<file path="config.mk">
export PLATFORM = sky130hd
export DESIGN_NAME = mem_port_arbiter_flat
export DESIGN_NICKNAME = d
export VERILOG_FILES = /design/src/rtl/mem_port_arbiter_if.sv /design/src/rtl/mem_port_arbiter.sv /design/src/flat_wrapper.sv
export SDC_FILE = /design/constraint.sdc
export NUM_CORES = 1
export LEC_CHECK = 0
export ABC_AREA = 1
export CAP_MARGIN = 20
export CORE_MARGIN = 3
export CORE_UTILIZATION = 40
export DETAILED_ROUTE_END_ITERATION = 10
export PLACE_DENSITY_LB_ADDON = 0.05
export SLEW_MARGIN = 0
export SYNTH_ARGS = -nofsm -noshare
export SYNTH_HDL_FRONTEND = slang
export SYNTH_SLANG_ARGS = --single-unit
</file>
<file path="constraint.sdc">
create_clock -name clk -period 2.6 [get_ports clk]
set_input_delay 0.52 -clock clk [delete_from_list [all_inputs] [get_ports clk]]
set_output_delay 0.52 -clock clk [all_outputs]
set_load 0.1 [all_outputs]
</file>
<file path="src/rtl/mem_port_arbiter_if.sv">
// Bus bundle for mem_port_arbiter: fetch port, data port and memory port.
// The slave modport is the arbiter's view; master is the surrounding system.
interface mem_port_arbiter_if #(
  parameter int AW = 32,
  parameter int DW = 32
);
  localparam int BW = DW / 8;

  logic          if_req_i;
  logic [AW-1:0] if_addr_i;
  logic          if_gnt_o;
  logic          if_rvalid_o;
  logic [DW-1:0] if_rdata_o;

  logic          dm_req_i;
  logic          dm_we_i;
  logic [BW-1:0] dm_be_i;
  logic [AW-1:0] dm_addr_i;
  logic [DW-1:0] dm_wdata_i;
  logic          dm_gnt_o;
  logic          dm_rvalid_o;
  logic [DW-1:0] dm_rdata_o;
  logic          dm_err_o;

  logic          mem_req_o;
  logic          mem_we_o;
  logic [BW-1:0] mem_be_o;
  logic [AW-1:0] mem_addr_o;
  logic [DW-1:0] mem_wdata_o;
  logic          mem_gnt_i;
  logic          mem_rvalid_i;
  logic [DW-1:0] mem_rdata_i;

  logic          stall_if_o;
  logic          stall_dm_o;

  modport slave (
    input  if_req_i, if_addr_i,
    output if_gnt_o, if_rvalid_o, if_rdata_o,
    input  dm_req_i, dm_we_i, dm_be_i, dm_addr_i, dm_wdata_i,
    output dm_gnt_o, dm_rvalid_o, dm_rdata_o, dm_err_o,
    output mem_req_o, mem_we_o, mem_be_o, mem_addr_o, mem_wdata_o,
    input  mem_gnt_i, mem_rvalid_i, mem_rdata_i,
    output stall_if_o, stall_dm_o
  );

  modport master (
    output if_req_i, if_addr_i,
    input  if_gnt_o, if_rvalid_o, if_rdata_o,
    output dm_req_i, dm_we_i, dm_be_i, dm_addr_i, dm_wdata_i,
    input  dm_gnt_o, dm_rvalid_o, dm_rdata_o, dm_err_o,
    input  mem_req_o, mem_we_o, mem_be_o, mem_addr_o, mem_wdata_o,
    output mem_gnt_i, mem_rvalid_i, mem_rdata_i,
    input  stall_if_o, stall_dm_o
  );
endinterface

</file>
<file path="src/rtl/mem_port_arbiter.sv">
// Fetch/data arbiter for one single-ported memory, one transaction at a time.
// Define MEM_ARB_RR_EN for round-robin ties; default is data-over-fetch priority.
module mem_port_arbiter #(
  parameter int AW      = 32,
  parameter int DW      = 32,
  parameter int TIMEOUT = 15
) (
  input  logic clk,
  input  logic rst_ni,
  mem_port_arbiter_if.slave bus
);
  localparam int BW = DW / 8;
  localparam int CW = $clog2(TIMEOUT + 1);
  localparam logic [CW-1:0] CMAX = CW'(TIMEOUT);
  localparam logic [DW-1:0] DEAD = DW'(32'hDEAD_BEEF);

  typedef enum logic [1:0] {
    IDLE,
    REQ,
    RSP
  } state_t;

  state_t        state_q;
  logic          own_dm_q;
  logic          we_q;
  logic [BW-1:0] be_q;
  logic [AW-1:0] addr_q;
  logic [DW-1:0] wdata_q;
  logic [CW-1:0] cnt_q;

  logic          in_req;
  logic          in_rsp;
  logic          tout;
  logic          done;
  logic          any_req;
  logic          pick_dm;
  logic [DW-1:0] rsp_data;

  assign in_req  = (state_q == REQ);
  assign in_rsp  = (state_q == RSP);
  assign any_req = bus.if_req_i | bus.dm_req_i;

  // A real response in the last allowed cycle beats the timeout.
  assign tout = in_rsp & ~bus.mem_rvalid_i & (cnt_q == CMAX);
  assign done = in_rsp & (bus.mem_rvalid_i | tout);
  assign rsp_data = tout ? DEAD : bus.mem_rdata_i;

`ifdef MEM_ARB_RR_EN
  logic last_dm_q;

  assign pick_dm = bus.dm_req_i &
                   (~bus.if_req_i | ~last_dm_q);

  always_ff @(posedge clk or negedge rst_ni) begin
    if (!rst_ni) begin
      last_dm_q <= 1'b0;
    end else if (done) begin
      last_dm_q <= own_dm_q;
    end
  end
`else
  assign pick_dm = bus.dm_req_i;
`endif

  always_ff @(posedge clk or negedge rst_ni) begin
    if (!rst_ni) begin
      state_q  <= IDLE;
      own_dm_q <= 1'b0;
      we_q     <= 1'b0;
      be_q     <= '0;
      addr_q   <= '0;
      wdata_q  <= '0;
      cnt_q    <= '0;
    end else begin
      case (state_q)
        IDLE: begin
          if (any_req) begin
            own_dm_q <= pick_dm;
            we_q     <= pick_dm & bus.dm_we_i;
            be_q     <= pick_dm ? bus.dm_be_i : '1;
            addr_q   <= pick_dm ? bus.dm_addr_i
                                : bus.if_addr_i;
            wdata_q  <= pick_dm ? bus.dm_wdata_i : '0;
            state_q  <= REQ;
          end
        end
        REQ: begin
          if (bus.mem_gnt_i) begin
            cnt_q   <= '0;
            state_q <= RSP;
          end
        end
        RSP: begin
          if (done) begin
            state_q <= IDLE;
          end else if (cnt_q != CMAX) begin
            cnt_q <= cnt_q + CW'(1);
          end
        end
        default: state_q <= IDLE;
      endcase
    end
  end

  assign bus.mem_req_o   = in_req;
  assign bus.mem_we_o    = in_req & we_q;
  assign bus.mem_be_o    = in_req ? be_q : '0;
  assign bus.mem_addr_o  = in_req ? addr_q : '0;
  assign bus.mem_wdata_o = in_req ? wdata_q : '0;

  assign bus.if_gnt_o = in_req & bus.mem_gnt_i & ~own_dm_q;
  assign bus.dm_gnt_o = in_req & bus.mem_gnt_i & own_dm_q;

  assign bus.if_rvalid_o = done & ~own_dm_q;
  assign bus.dm_rvalid_o = done & own_dm_q;
  assign bus.if_rdata_o  = bus.if_rvalid_o ? rsp_data : '0;
  assign bus.dm_rdata_o  = bus.dm_rvalid_o ? rsp_data : '0;
  assign bus.dm_err_o    = tout & own_dm_q;

  assign bus.stall_if_o = bus.if_req_i & ~bus.if_rvalid_o;
  assign bus.stall_dm_o = bus.dm_req_i & ~bus.dm_rvalid_o;
endmodule

</file>
<file path="src/flat_wrapper.sv">
// flat-port wrapper written by rule: the top's interface ports become plain ports
module mem_port_arbiter_flat 
#(
  parameter int AW      = 32,
  parameter int DW      = 32,
  parameter int TIMEOUT = 15
)
  (clk, rst_ni, bus_if_req_i, bus_if_addr_i, bus_if_gnt_o, bus_if_rvalid_o, bus_if_rdata_o, bus_dm_req_i, bus_dm_we_i, bus_dm_be_i, bus_dm_addr_i, bus_dm_wdata_i, bus_dm_gnt_o, bus_dm_rvalid_o, bus_dm_rdata_o, bus_dm_err_o, bus_mem_req_o, bus_mem_we_o, bus_mem_be_o, bus_mem_addr_o, bus_mem_wdata_o, bus_mem_gnt_i, bus_mem_rvalid_i, bus_mem_rdata_i, bus_stall_if_o, bus_stall_dm_o);
  mem_port_arbiter_if #(.AW(AW), .DW(DW)) bus_i ();
  input  logic clk;
  input  logic rst_ni;
  input wire logic [$bits(bus_i.if_req_i)-1:0] bus_if_req_i;
  input wire logic [$bits(bus_i.if_addr_i)-1:0] bus_if_addr_i;
  output wire logic [$bits(bus_i.if_gnt_o)-1:0] bus_if_gnt_o;
  output wire logic [$bits(bus_i.if_rvalid_o)-1:0] bus_if_rvalid_o;
  output wire logic [$bits(bus_i.if_rdata_o)-1:0] bus_if_rdata_o;
  input wire logic [$bits(bus_i.dm_req_i)-1:0] bus_dm_req_i;
  input wire logic [$bits(bus_i.dm_we_i)-1:0] bus_dm_we_i;
  input wire logic [$bits(bus_i.dm_be_i)-1:0] bus_dm_be_i;
  input wire logic [$bits(bus_i.dm_addr_i)-1:0] bus_dm_addr_i;
  input wire logic [$bits(bus_i.dm_wdata_i)-1:0] bus_dm_wdata_i;
  output wire logic [$bits(bus_i.dm_gnt_o)-1:0] bus_dm_gnt_o;
  output wire logic [$bits(bus_i.dm_rvalid_o)-1:0] bus_dm_rvalid_o;
  output wire logic [$bits(bus_i.dm_rdata_o)-1:0] bus_dm_rdata_o;
  output wire logic [$bits(bus_i.dm_err_o)-1:0] bus_dm_err_o;
  output wire logic [$bits(bus_i.mem_req_o)-1:0] bus_mem_req_o;
  output wire logic [$bits(bus_i.mem_we_o)-1:0] bus_mem_we_o;
  output wire logic [$bits(bus_i.mem_be_o)-1:0] bus_mem_be_o;
  output wire logic [$bits(bus_i.mem_addr_o)-1:0] bus_mem_addr_o;
  output wire logic [$bits(bus_i.mem_wdata_o)-1:0] bus_mem_wdata_o;
  input wire logic [$bits(bus_i.mem_gnt_i)-1:0] bus_mem_gnt_i;
  input wire logic [$bits(bus_i.mem_rvalid_i)-1:0] bus_mem_rvalid_i;
  input wire logic [$bits(bus_i.mem_rdata_i)-1:0] bus_mem_rdata_i;
  output wire logic [$bits(bus_i.stall_if_o)-1:0] bus_stall_if_o;
  output wire logic [$bits(bus_i.stall_dm_o)-1:0] bus_stall_dm_o;
  assign bus_i.if_req_i = bus_if_req_i;
  assign bus_i.if_addr_i = bus_if_addr_i;
  assign bus_if_gnt_o = bus_i.if_gnt_o;
  assign bus_if_rvalid_o = bus_i.if_rvalid_o;
  assign bus_if_rdata_o = bus_i.if_rdata_o;
  assign bus_i.dm_req_i = bus_dm_req_i;
  assign bus_i.dm_we_i = bus_dm_we_i;
  assign bus_i.dm_be_i = bus_dm_be_i;
  assign bus_i.dm_addr_i = bus_dm_addr_i;
  assign bus_i.dm_wdata_i = bus_dm_wdata_i;
  assign bus_dm_gnt_o = bus_i.dm_gnt_o;
  assign bus_dm_rvalid_o = bus_i.dm_rvalid_o;
  assign bus_dm_rdata_o = bus_i.dm_rdata_o;
  assign bus_dm_err_o = bus_i.dm_err_o;
  assign bus_mem_req_o = bus_i.mem_req_o;
  assign bus_mem_we_o = bus_i.mem_we_o;
  assign bus_mem_be_o = bus_i.mem_be_o;
  assign bus_mem_addr_o = bus_i.mem_addr_o;
  assign bus_mem_wdata_o = bus_i.mem_wdata_o;
  assign bus_i.mem_gnt_i = bus_mem_gnt_i;
  assign bus_i.mem_rvalid_i = bus_mem_rvalid_i;
  assign bus_i.mem_rdata_i = bus_mem_rdata_i;
  assign bus_stall_if_o = bus_i.stall_if_o;
  assign bus_stall_dm_o = bus_i.stall_dm_o;
  mem_port_arbiter #(.AW(AW), .DW(DW), .TIMEOUT(TIMEOUT)) u_core (.clk(clk), .rst_ni(rst_ni), .bus(bus_i));
endmodule
</file>
After elaboration in Yosys (flattened, before gate mapping)
Index checks and enable logic that the tools add are counted.
- add/subtract/negate cells: 1
- eq/ne operators: 9
- multiplexer cells: 17
- bitwise operators: 19
- reductions and logical operators: 5
- operator list (kind ; count):
    $mux W32 ; 7
    $mux W4 ; 5
    $and A1 B1 Y1 ; 13
    $ne A2 B2 Y1 const B ; 4
    $pmux W4 S2 ; 1
    $mux W2 ; 3
    $pmux W2 S3 ; 1
    $add A4 B1 Y4 const B ; 1
    $eq A4 B4 Y1 const B ; 1
    $ne A4 B4 Y1 const B ; 1
    $not A1 Y1 ; 4
    $reduce_and A4 Y1 ; 1
    $reduce_and A3 Y1 ; 1
    $eq A2 B1 Y1 const B ; 1
    $eq A2 B2 Y1 const B ; 1
    $logic_not A2 Y1 ; 1
    $ne A2 B1 Y1 const B ; 1
    $or A1 B1 Y1 ; 2
    $reduce_and A2 Y1 ; 1
    $reduce_bool A2 Y1 ; 1
- flip-flop bits (word level): 76
- output and inout port bits: 141

Longest topological paths before layout
Gate-level depths: netlist of the first run.
- depth in word-level cells: 8
- depth in mapped cells: 7

Worst setup path after synthesis of the first run
No wires, ideal clock.
- path type: input port to output port
- from: input port bus_mem_rvalid_i
- to: output port bus_dm_err_o
- data arrival time: 3.603 ns
- required time: 2.080 ns
- setup slack: -1.523 ns
- stages on the path: 2
- path buffers: 1
- cells stage by stage: buf_2 nor4_1
- cells in the longest elaborated chain, start to end: 4
- ends and longest elaborated chain (item ; line ; text):
    start, declared ; flat_wrapper.sv:32 ; input wire logic [$bits(bus_i.mem_rvalid_i)-1:0] bus_mem_rvalid_i;
    $not A1 Y1 ; mem_port_arbiter.sv:44 ; assign tout = in_rsp & ~bus.mem_rvalid_i & (cnt_q == CMAX);
    $and A1 B1 Y1 (2 in a row) ; mem_port_arbiter.sv:44 ;
    $and A1 B1 Y1 ; mem_port_arbiter.sv:118 ; assign bus.dm_err_o = tout & own_dm_q;
    end, declared ; flat_wrapper.sv:25 ; output wire logic [$bits(bus_i.dm_err_o)-1:0] bus_dm_err_o;
Every way passes these cells.

Final worst setup path of the first run
- from: register u_core.cnt_q[0]
- to: output port bus_dm_rdata_o[12]
- cells in the longest elaborated chain, start to end: 6
- ends and longest elaborated chain (item ; line ; text):
    start, declared ; mem_port_arbiter.sv:29 ; logic [CW-1:0] cnt_q;
    start signal, assigned ; mem_port_arbiter.sv:97 ; cnt_q <= cnt_q + CW'(1);
    $eq A4 B4 Y1 * ; mem_port_arbiter.sv:44 ;
    $and A1 B1 Y1 * ; mem_port_arbiter.sv:44 ;
    $or A1 B1 Y1 ; mem_port_arbiter.sv:45 ; assign done = in_rsp & (bus.mem_rvalid_i | tout);
    $and A1 B1 Y1 ; mem_port_arbiter.sv:45 ;
    $and A1 B1 Y1 ; mem_port_arbiter.sv:115 ; assign bus.dm_rvalid_o = done & own_dm_q;
    $mux W32 * ; mem_port_arbiter.sv:117 ; assign bus.dm_rdata_o = bus.dm_rvalid_o ? rsp_data : '0;
    end, declared ; flat_wrapper.sv:24 ; output wire logic [$bits(bus_i.dm_rdata_o)-1:0] bus_dm_rdata_o;
Every way passes the cells marked *; elsewhere a longest branch is shown, timed or not.

==> flow_summary.json, run 1 <==
{
  "status": "finished with violations",
  "violations": "negative setup slack",
  "hold_class": "in2async",
  "wl_um": 27100,
  "syn_nets": 790,
  "portBuffers": 279,
  "wl_per_cell_um": 25.3,
  "ant_nets": 0,
  "seq_power_share": 0.169,
  "gp_congestion": 0.814,
  "ios": 280,
  "fin_nets": 1068,
  "max_freq_mhz": 370,
  "period_needed_ps": 2700,
  "combPwrFrac": 0.751,
  "fin_hold_ws_ps": 305,
  "crit_arrival_ps": 2180,
  "clock_path_buffers": 2,
  "clock_sinks": 76,
  "firstDrtPassIters": 5,
  "avgSynthCellArea_um2": 6.69,
  "max_slew_margin": 0.330,
  "clkLatencyLatePin_ps": 380,
  "cts-root-buf": "clkbuf_8",
  "via_per_inst": 5.80,
  "worstMarginPinSlew_ps": 1000,
  "dpl.hpwl_um": 16100,
  "synth.top_cell.area_share": 0.437,
  "power_mw": 11.8,
  "endpoint_kind": "output pin",
  "syn_area_um2": 4350,
  "synth_seq_cells": 76,
  "die_h_um": 110,
  "dp.cells": 1052,
  "crit_path_cell_trace": "ha_4 -> nand3_4 -> nor3_4 -> buf_6 -> clkbuf_16 -> nor2_1 -> buf_4 -> nor2_4 -> buf_12",
  "gr-usage-all-layers": 0.380,
  "fin_worst_skew_ps": 17.6,
  "drtIter0Drc": 730,
  "p_leak_nw": 4.27,
  "hold_viol_final": 0,
  "rsz0062_at_grt": "yes",
  "synth_area_leaders": "dfrtp_1 44%, nor2_1 13%, nand2_1 12%",
  "clkTransAtPathRegs_ps": 100,
  "grt_pass1_wl_um": 34700,
  "pre_cts_ws_ps": -70.7,
  "finalSetupViolCount": 33,
  "synth_top_area_cell": "dfrtp_1",
  "drc": 0,
  "fin_ws_ps": -99.3,
  "post-route-util": 0.957,
  "grt_pass1_vias": 6232,
  "hold_buffers": 0,
  "sw_frac_of_total": 0.592,
  "ys_seq_area_frac": 0.437,
  "stdcell_area_um2": 10000,
  "start_util": 0.416,
  "worstPathMaxFanout": 6,
  "die_w_um": 110,
  "syn_inst": 650,
  "die_area_um2": 12200,
  "critPathRequiredTime_ps": 2080,
  "grt_max_degree": 90,
  "ir_worst_vdd_mv": 1.18,
  "core_um2": 10500,
  "clockPowerShare": 0.080,
  "area_growth_pct": 130,
  "vias": 6209,
  "powerDensity_nw_per_um2": 1180,
  "yosysWarnings": 0,
  "cp-start-kind": "flop",
  "layout.cells.non_filler": 1070,
  "gr-total-overflow": 0,
  "drive_gt1_frac": 0.362,
  "yosysUniqueCellTypes": 24,
  "setup_tns_ps": -1610,
  "internal_power_mw": 4.82,
  "path_buf_inv": 4,
  "critPathSlowestCell": "dfrtp_1",
  "criticalPathCategory": "reg2out",
  "antenna_found_initial": 2,
  "final-max-slew-violation-count": 0,
  "p_switching_mw": 6.99,
  "numCtsBuffers": 9,
  "htreeDepth": 3,
  "cap_violations": 0,
  "cp_slowest_stage_delay_ps": 430,
  "cts_tree": "yes",
  "finalCritPeriodShare": 1.04,
  "rows": 37,
  "placed_cell_area_um2": 9670,
  "crit_family": "buffers and inverters"
}
## path summary, 6_finish.rpt
kind / start / cells after the start / slack, ps / endpoint
min in group clk: u_core.wdata_q[3] / 2 / 590 / u_core.wdata_q[3]
max in group asynchronous: rst_ni / 1 / 1600 / u_core.own_dm_q
hold / removal: rst_ni / 1 / 310 / u_core.addr_q[22]
hold reg to reg: u_core.wdata_q[3] / 2 / 590 / u_core.wdata_q[3]
setup / recovery: u_core.cnt_q[0] / 9 / -100 / bus_dm_rdata_o[12]
setup reg to reg: u_core.state_q[1] / 6 / 690 / u_core.cnt_q[0]
## cell type report
class | instances | area (um^2)
Clock inverter | 6 | 65.1
Antenna cell | 1 | 2.50
Tap cell | 136 | 170
Clock buffer | 10 | 128
Inverter | 96 | 365
Fill cell | 240 | 448
Sequential cell | 76 | 1900
Multi-Input combinational cell | 434 | 2820
Timing Repair Buffer | 311 | 4560
## synth_stat cells
| library cell | count |
|---|---|
| nor2_2 | 1 |
| nand2_2 | 2 |
| a21oi_4 | 1 |
| o21bai_1 | 1 |
| nand3_2 | 1 |
| inv_1 | 93 |
| o21ai_0 | 74 |
| nand3_1 | 39 |
| a21oi_2 | 1 |
| inv_2 | 3 |
| nand4_1 | 16 |
| ha_1 | 1 |
| buf_1 | 1 |
| a21oi_1 | 2 |
| buf_6 | 2 |
| buf_4 | 2 |
| nor2_1 | 149 |
| nor4_1 | 1 |
| buf_2 | 19 |
| nand2_1 | 143 |
| xnor2_1 | 1 |
| nor3_4 | 1 |
| clkbuf_1 | 20 |
| dfrtp_1 | 76 |
## worst register-to-register path: stages (launching register included)
cell     delay (ps)
dfrtp_1         490
inv_1           140
nor2_4          390
nand3_1         330
nand2_1         270
nand2_1         140
nand2_1          90
## power groups by stage
| stage | Combinational (mW) | Clock (mW) | Sequential (mW) |
|---|---|---|---|
| after global placement | 8.31 | 0 | 1.88 |
| final | 8.86 | 0.950 | 1.99 |
| after detailed placement | 8.54 | 0 | 1.93 |
| after global routing | 9.12 | 0.977 | 2.01 |
| after floorplan | 5.66 | 0 | 1.83 |
| after CTS | 8.64 | 0.918 | 1.92 |
## registers in the layout, summed over array words and instances (netlist names)
| name | count |
|---|---|
| u_core.addr_q | 32 |
| u_core.wdata_q | 32 |
| u_core.be_q | 4 |
| u_core.cnt_q | 4 |
| u_core.state_q | 2 |
| u_core.own_dm_q | 1 |
| u_core.we_q | 1 |
## timing repair
item | 4_1_cts | 5_1_grt
buffers inserted | 2 | 8
resized for setup | 6 | 21
gates cloned | 0 | 3
pin swaps | 1 | 14
setup endpoints to repair | 50 | 51
## cells in the final DEF, fill, tap and decap left out, types with 2 or more instances in the layout
cell             instances
clkinv_4                 2
clkbuf_8                 9
dfrtp_1                 75
nand3_1                 39
buf_12                 147
buf_4                   22
clkbuf_16                2
clkdlybuf4s50_1        135
nor2_1                  16
nand2_1                142
inv_1                   93
nand4_1                 16
a21oi_4                  2
nor2_4                 113
o21ai_0                 74
inv_2                    2
nor2_2                  21
nand2_2                  2
clkinv_2                 2
buf_6                    3
## cells by family after synthesis
| logic type | synth area share |
|---|---|
| buffers and inverters | 0.131 |
| adders and majority gates | 0.00288 |
| xor gates and xnor gates | 0.00201 |
| AOI/OAI and AO/OA | 0.0949 |
| DFF | 0.437 |
| and+or+nand+nor | 0.332 |
## layer usage
| layer | part of all wire | global-route usage | vias up |
|---|---|---|---|
| met5 | 0 | 0 | - |
| met4 | 0.078 | 0.226 | 0 |
| met3 | 0.11 | 0.124 | 185 |
| met2 | 0.50 | 0.675 | 561 |
| met1 | 0.31 | 0.388 | 2923 |
| li1 | - | - | 2540 |
No activity file was read; power rests on OpenSTA's default activity.
==> run 2: changes to the inputs <==
SKIP_CTS_REPAIR_TIMING = 1   (was default)
==> run 2 against run 1 <==
Against the previous run: the flow still finishes with violations (negative setup slack); fmax is 2.2% higher; clock skew is 6.7 ps lower; first-iteration DRC count is 8.8% higher; non-clock buffer count is 7 higher; sequential share of layout area is 0.080 points lower; routed wire length is 3.7% lower; cell area is 0.42% higher; critical endpoint is now bus_dm_rdata_o[25]; largest power group unchanged.
==> flow_summary.json, run 2 (synthesized netlist as in run 1, its figures left out) <==
{
  "wl_um": 26100,
  "firstDrtPassIters": 8,
  "reg_top3": "u_core.addr_q (32), u_core.wdata_q (32)",
  "crit_path_cell_trace": "ha_4 -> nand3_4 -> a21oi_4 -> nand2_2 -> buf_12 -> nor2_4 -> buf_12",
  "die_area_um2": 12200,
  "clkLatencyLatePin_ps": 380,
  "dp.cells": 1052,
  "multi_input_area_um2": 2830,
  "setup_tns_ps": -729,
  "max_freq_mhz": 379,
  "critPathRequiredTime_ps": 2080,
  "timing.rr.start": "u_core.state_q[1]",
  "crit_arrival_ps": 2120,
  "clock_sinks": 76,
  "cap_violations": 0,
  "final_common_cell": "buf_12",
  "ant_nets": 0,
  "p_leak_nw": 4.29,
  "via_per_inst": 5.77,
  "grt_pass1_vias": 6077,
  "finalCritPeriodShare": 1.02,
  "cts-root-buf": "clkbuf_8",
  "antenna_found_initial": 1,
  "status": "finished with violations",
  "area_growth_pct": 131,
  "fin_worst_skew_ps": 10.9,
  "fin_ws_ps": -40.5,
  "period_needed_ps": 2640,
  "clock_path_buffers": 2,
  "criticalPathCategory": "reg2out",
  "gr-total-overflow": 0,
  "endpoint_kind": "output pin",
  "drtIter0Drc": 794,
  "critPathSlowestCell": "dfrtp_1",
  "regToRegEndpoint": "u_core.cnt_q[2]",
  "grt_pass1_wl_um": 32500,
  "max_slew_margin": 0.330,
  "rsz0062_at_grt": "yes",
  "portBuffers": 279,
  "gr-usage-all-layers": 0.353,
  "hold_viol_final": 0,
  "drive_gt1_frac": 0.354,
  "final_cell_mix": "146 x buf_12, 142 x nand2_1, 135 x clkdlybuf4s50_1, 121 x nor2_4, 93 x inv_1",
  "cp_common_cell": "buf_12",
  "die_w_um": 110,
  "reg2reg_depth": 6,
  "gp_congestion": 0.814,
  "hold_class": "in2async",
  "numCtsBuffers": 9,
  "num-fill-cells": 218,
  "drc": 0,
  "wl_per_cell_um": 24.2,
  "ir_worst_vdd_mv": 1.15,
  "dpl.hpwl_um": 16100,
  "final-max-slew-violation-count": 0,
  "worstMarginPinSlew_ps": 1000,
  "die_h_um": 110,
  "cp-start-kind": "flop",
  "grt_max_degree": 90,
  "cts_tree": "yes",
  "layout.cells.non_filler": 1077,
  "reg2reg_slack_ps": 700,
  "final-seq-area_um2": 1900,
  "finalSetupViolCount": 37,
  "fin_hold_ws_ps": 286,
  "vias": 6216,
  "powerDensity_nw_per_um2": 1170,
  "cp_slowest_stage_delay_ps": 450,
  "start_util": 0.416,
  "htreeDepth": 3,
  "violations": "negative setup slack",
  "rows": 37,
  "clkTransAtPathRegs_ps": 90,
  "ios": 280,
  "worstPathMaxFanout": 25,
  "core_um2": 10500,
  "power_mw": 11.8,
  "fin_nets": 1075
}
run 2: changes by cell type in the layout (fill, tap and decap cells not counted), sizes merged:
cell  previous run  this run
buf            173       180
run 2: metal layers:
| metal | vias to the layer above | part of all wire | wire length (um) | global-route usage |
|---|---|---|---|---|
| met5 | - | 0 | 0 | 0 |
| li1 | 2554 | - | - | - |
| met3 | 159 | 0.11 | 2810 | 0.105 |
| met4 | 0 | 0.073 | 1910 | 0.189 |
| met2 | 503 | 0.51 | 13300 | 0.648 |
| met1 | 3000 | 0.31 | 8080 | 0.356 |
run 2: worst max-delay path by stage:
stage,startpoint,to,depth (start not counted)
final,u_core.cnt_q[0],bus_dm_rdata_o[25],7
after global routing,u_core.cnt_q[0],bus_if_rdata_o[31],7
after CTS,u_core.cnt_q[0],bus_dm_rdata_o[3],7
after detailed placement,bus_mem_rvalid_i,bus_dm_rdata_o[3],7
after global placement,bus_mem_rvalid_i,bus_dm_rdata_o[3],7
after floorplan,bus_mem_rvalid_i,bus_dm_rdata_o[3],5
run 2: area by class of cell:
class / count / share of cell area
clock buffers: 10 / 0.0127
well taps: 136 / 0.0169
flip-flops and latches: 76 / 0.189
repair buffers: 318 / 0.457
clock inverters: 6 / 0.00647
diodes: 1 / 0.000249
inverters: 96 / 0.0363
multi-input cells: 434 / 0.281
run 2: stage by stage:
stage,instance area (um^2),utilization,setup slack [ps]
3_5_place_dp,9670,0.924,-70.7
5_1_grt,10100,0.961,-109
4_1_cts,9860,0.943,-171
3_3_place_gp,9670,0.924,12.7
2_1_floorplan,5220,-,-364
6_report,10100,0.961,-40.5
run 2: where the power goes:
| group | switching (mW) | internal (mW) |
|---|---|---|
| sequential | 0.272 | 1.70 |
| combinational | 6.17 | 2.70 |
| clock | 0.491 | 0.444 |
run 2: worst max-delay path, delay by kind of cell, from the launching register on:
kind,cells,cell delay [ps]
buffers and inverters,2,410
AND/OR/NAND/NOR,3,400
adder cells (fa/ha/maj),1,190
flip-flops,1,450
AO/OA/AOI/OAI,1,280
==> run 3: changes to the inputs <==
ABC_AREA = default   (was 1)
==> run 3 against run 2 <==
Against the previous run: the run still ends with negative setup slack left; synthesized cell count fell by 40%; utilization fell by 6.9 points; sequential power rose by 6%; setup slack got worse by 89 ps; non-clock buffer count fell by 4; cell count fell by 24%; first-iteration DRC count fell by 71%; cell area fell by 6.8%; combinational power fell by 2%; clock power rose by 6.7%; die area rose by 0.64%; largest cell class unchanged; largest power group unchanged; highest routed layer unchanged.
==> flow_summary.json, run 3 <==
{
  "clock_sinks": 76,
  "num-fill-cells": 427,
  "grt_pass1_vias": 4551,
  "gp_congestion": 0.868,
  "hold_class": "in2async",
  "yosysWarnings": 0,
  "finalCritPeriodShare": 1.05,
  "wl_um": 18400,
  "numCtsBuffers": 9,
  "endpoint_kind": "output pin",
  "layout.cells.non_filler": 822,
  "wl_per_cell_um": 22.4,
  "pre_cts_ws_ps": -226,
  "post-route-util": 0.892,
  "yosysUniqueCellTypes": 37,
  "rows": 37,
  "dpl.hpwl_um": 12400,
  "die_w_um": 111,
  "final_common_cell": "buf_12",
  "synthSimpleGateAreaFrac": 0.169,
  "die_h_um": 111,
  "diodes": 0,
  "grt_max_degree": 77,
  "powerDensity_nw_per_um2": 1260,
  "grt_util_met3": 0.0597,
  "cts_tree": "yes",
  "rsz0062_at_grt": "yes",
  "gr-total-overflow": 0,
  "clock_path_buffers": 2,
  "fin_worst_skew_ps": 14.3,
  "clkTransAtPathRegs_ps": 110,
  "area_growth_pct": 114,
  "gr-usage-all-layers": 0.254,
  "grt_pass1_wl_um": 24900,
  "crit_arrival_ps": 2210,
  "cp-start-kind": "flop",
  "synth_seq_cells": 76,
  "criticalPathCategory": "reg2out",
  "dp.cells": 783,
  "firstDrtPassIters": 4,
  "startpoint": "u_core.state_q[0]",
  "worstMarginPinSlew_ps": 978,
  "ys_async_sr_fraction": 1.00,
  "drive_gt1_frac": 0.437,
  "met2_usage": 0.461,
  "status": "finished with violations",
  "synth_top_area_cell": "dfrtp_1",
  "start_util": 0.417,
  "yosysMostFrequentCell": "and2_1",
  "synth-compound-area-share": 0.175,
  "grt_busiest_layer": "met2",
  "fin_nets": 821,
  "hold_viol_final": 0,
  "die_area_um2": 12200,
  "fin_ws_ps": -130,
  "core_um2": 10500,
  "vias": 4449,
  "ios": 280,
  "cp_num_cells": 7,
  "crit_end": "bus_dm_rdata_o[10]",
  "ys_seq_area_frac": 0.434,
  "grt_use_met1": 0.284,
  "drc": 0,
  "stdcell_area_um2": 9370,
  "antenna_found_initial": 0,
  "finalSetupViolCount": 36,
  "final_cell_mix": "148 x buf_12, 135 x clkdlybuf4s50_1, 78 x and2_1, 73 x dfrtp_1, 64 x mux2_2",
  "syn_inst": 388,
  "max_freq_mhz": 366,
  "violations": "negative setup slack",
  "reg2reg_slack_ps": 710,
  "timing.rr.start": "u_core.state_q[1]",
  "path_buf_inv": 4,
  "synthAdderAreaFrac": 0.00286,
  "power_mw": 11.8,
  "synthMuxAreaShare": 0.169,
  "synth_xor_area_frac": 0,
  "syn_nets": 528,
  "cp_slowest_stage_delay_ps": 480,
  "htreeDepth": 3,
  "critPathSlowestCell": "dfrtp_2",
  "critPathRequiredTime_ps": 2080,
  "reg2reg_depth": 5,
  "synth.top_cell.area_share": 0.434,
  "crit_family": "simple AND/OR/NAND/NOR gates",
  "period_needed_ps": 2730,
  "ir_worst_vdd_mv": 0.983,
  "synth_edf_count": 0,
  "cts-root-buf": "clkbuf_8",
  "final-max-slew-violation-count": 0,
  "reg_top3": "u_core.addr_q (32), u_core.wdata_q (32)",
  "worstPathMaxFanout": 7,
  "synth_common_cells": "86 x and2_1, 76 x dfrtp_1, 64 x mux2_2, 49 x o21a_1, 33 x a22o_1",
  "max_slew_margin": 0.348,
  "regToRegEndpoint": "u_core.addr_q[15]",
  "portBuffers": 279,
  "via_per_inst": 5.41,
  "cap_violations": 0,
  "crit_path_cell_trace": "or3b_4 -> nor2_4 -> buf_12 -> buf_6 -> buf_6 -> o21a_1 -> buf_12",
  "synth-main-ff-cell": "dfrtp_1",
  "clkLatencyLatePin_ps": 370,
  "placed_cell_area_um2": 8740,
  "drtIter0Drc": 229,
  "ant_nets": 0,
  "syn_area_um2": 4380,
  "synth_top_family_by_area": "compound AO/OA/AOI/OAI gates",
  "p_leak_nw": 3.90,
  "synth_area_leaders": "dfrtp_1 43%, mux2_2 16%, and2_1 12%",
  "avgSynthCellArea_um2": 11.3
}
## run 3: area by class of cell
cell class              count  area [um^2]  area share
well taps                 136          170      0.0182
inverters                   2         7.51    0.000801
flip-flops and latches     76         1910       0.203
clock inverters             7         88.8     0.00948
repair buffers            314         4640       0.495
multi-input cells         278         2440       0.260
clock buffers               9          124      0.0132
## run 3: through the flow
stage | hold WS [ps] | TNS [ps]
after detailed placement | 484 | -5000
after global routing | 340 | -4620
final | 293 | -2010
after floorplan | 224 | -1790
after global placement | 479 | -3460
after CTS | 331 | -6510
## run 3: cells by family (layout without fill, tap and decap cells)
family | Yosys count | count (layout)
muxes | 66 | 66
AOI/OAI and AO/OA | 96 | 96
and+or+nand+nor | 113 | 115
buffers and inverters | 36 | 332
adders and majority gates | 1 | 1
DFF | 76 | 76
## run 3: worst register-to-register path, delay by kind of cell (launching register included)
kind                   cells  cell delay [ps]
DFF                        1              450
and+or+nand+nor            1              230
buffers and inverters      2              390
muxes                      1              360
AOI/OAI and AO/OA          1              340
## run 3: report_power, final
part	internal, mW	leakage, nW	switching, mW
logic	3.30	2.87	5.43
clock network	0.469	0.106	0.529
registers	1.73	0.922	0.356
## run 3: layer usage
| metal | vias up | share of wire |
|---|---|---|
| li1 | 1980 | - |
| met1 | 2182 | 0.36 |
| met2 | 238 | 0.54 |
| met3 | 49 | 0.061 |
| met4 | 0 | 0.039 |
| met5 | - | 0 |
## run 3: worst min-delay path by stage
| stage | start | endpoint | slack [ps] | depth (start not counted) |
|---|---|---|---|---|
| finish | rst_ni | u_core.wdata_q[19] | 290 | 1 |
| global route | rst_ni | u_core.wdata_q[19] | 340 | 1 |
| CTS | rst_ni | u_core.wdata_q[19] | 330 | 1 |
| detailed placement | u_core.wdata_q[28] | u_core.wdata_q[28] | 480 | 1 |
| global placement | u_core.wdata_q[8] | u_core.wdata_q[8] | 480 | 1 |
| floorplan | rst_ni | u_core.addr_q[0] | 220 | 0 |
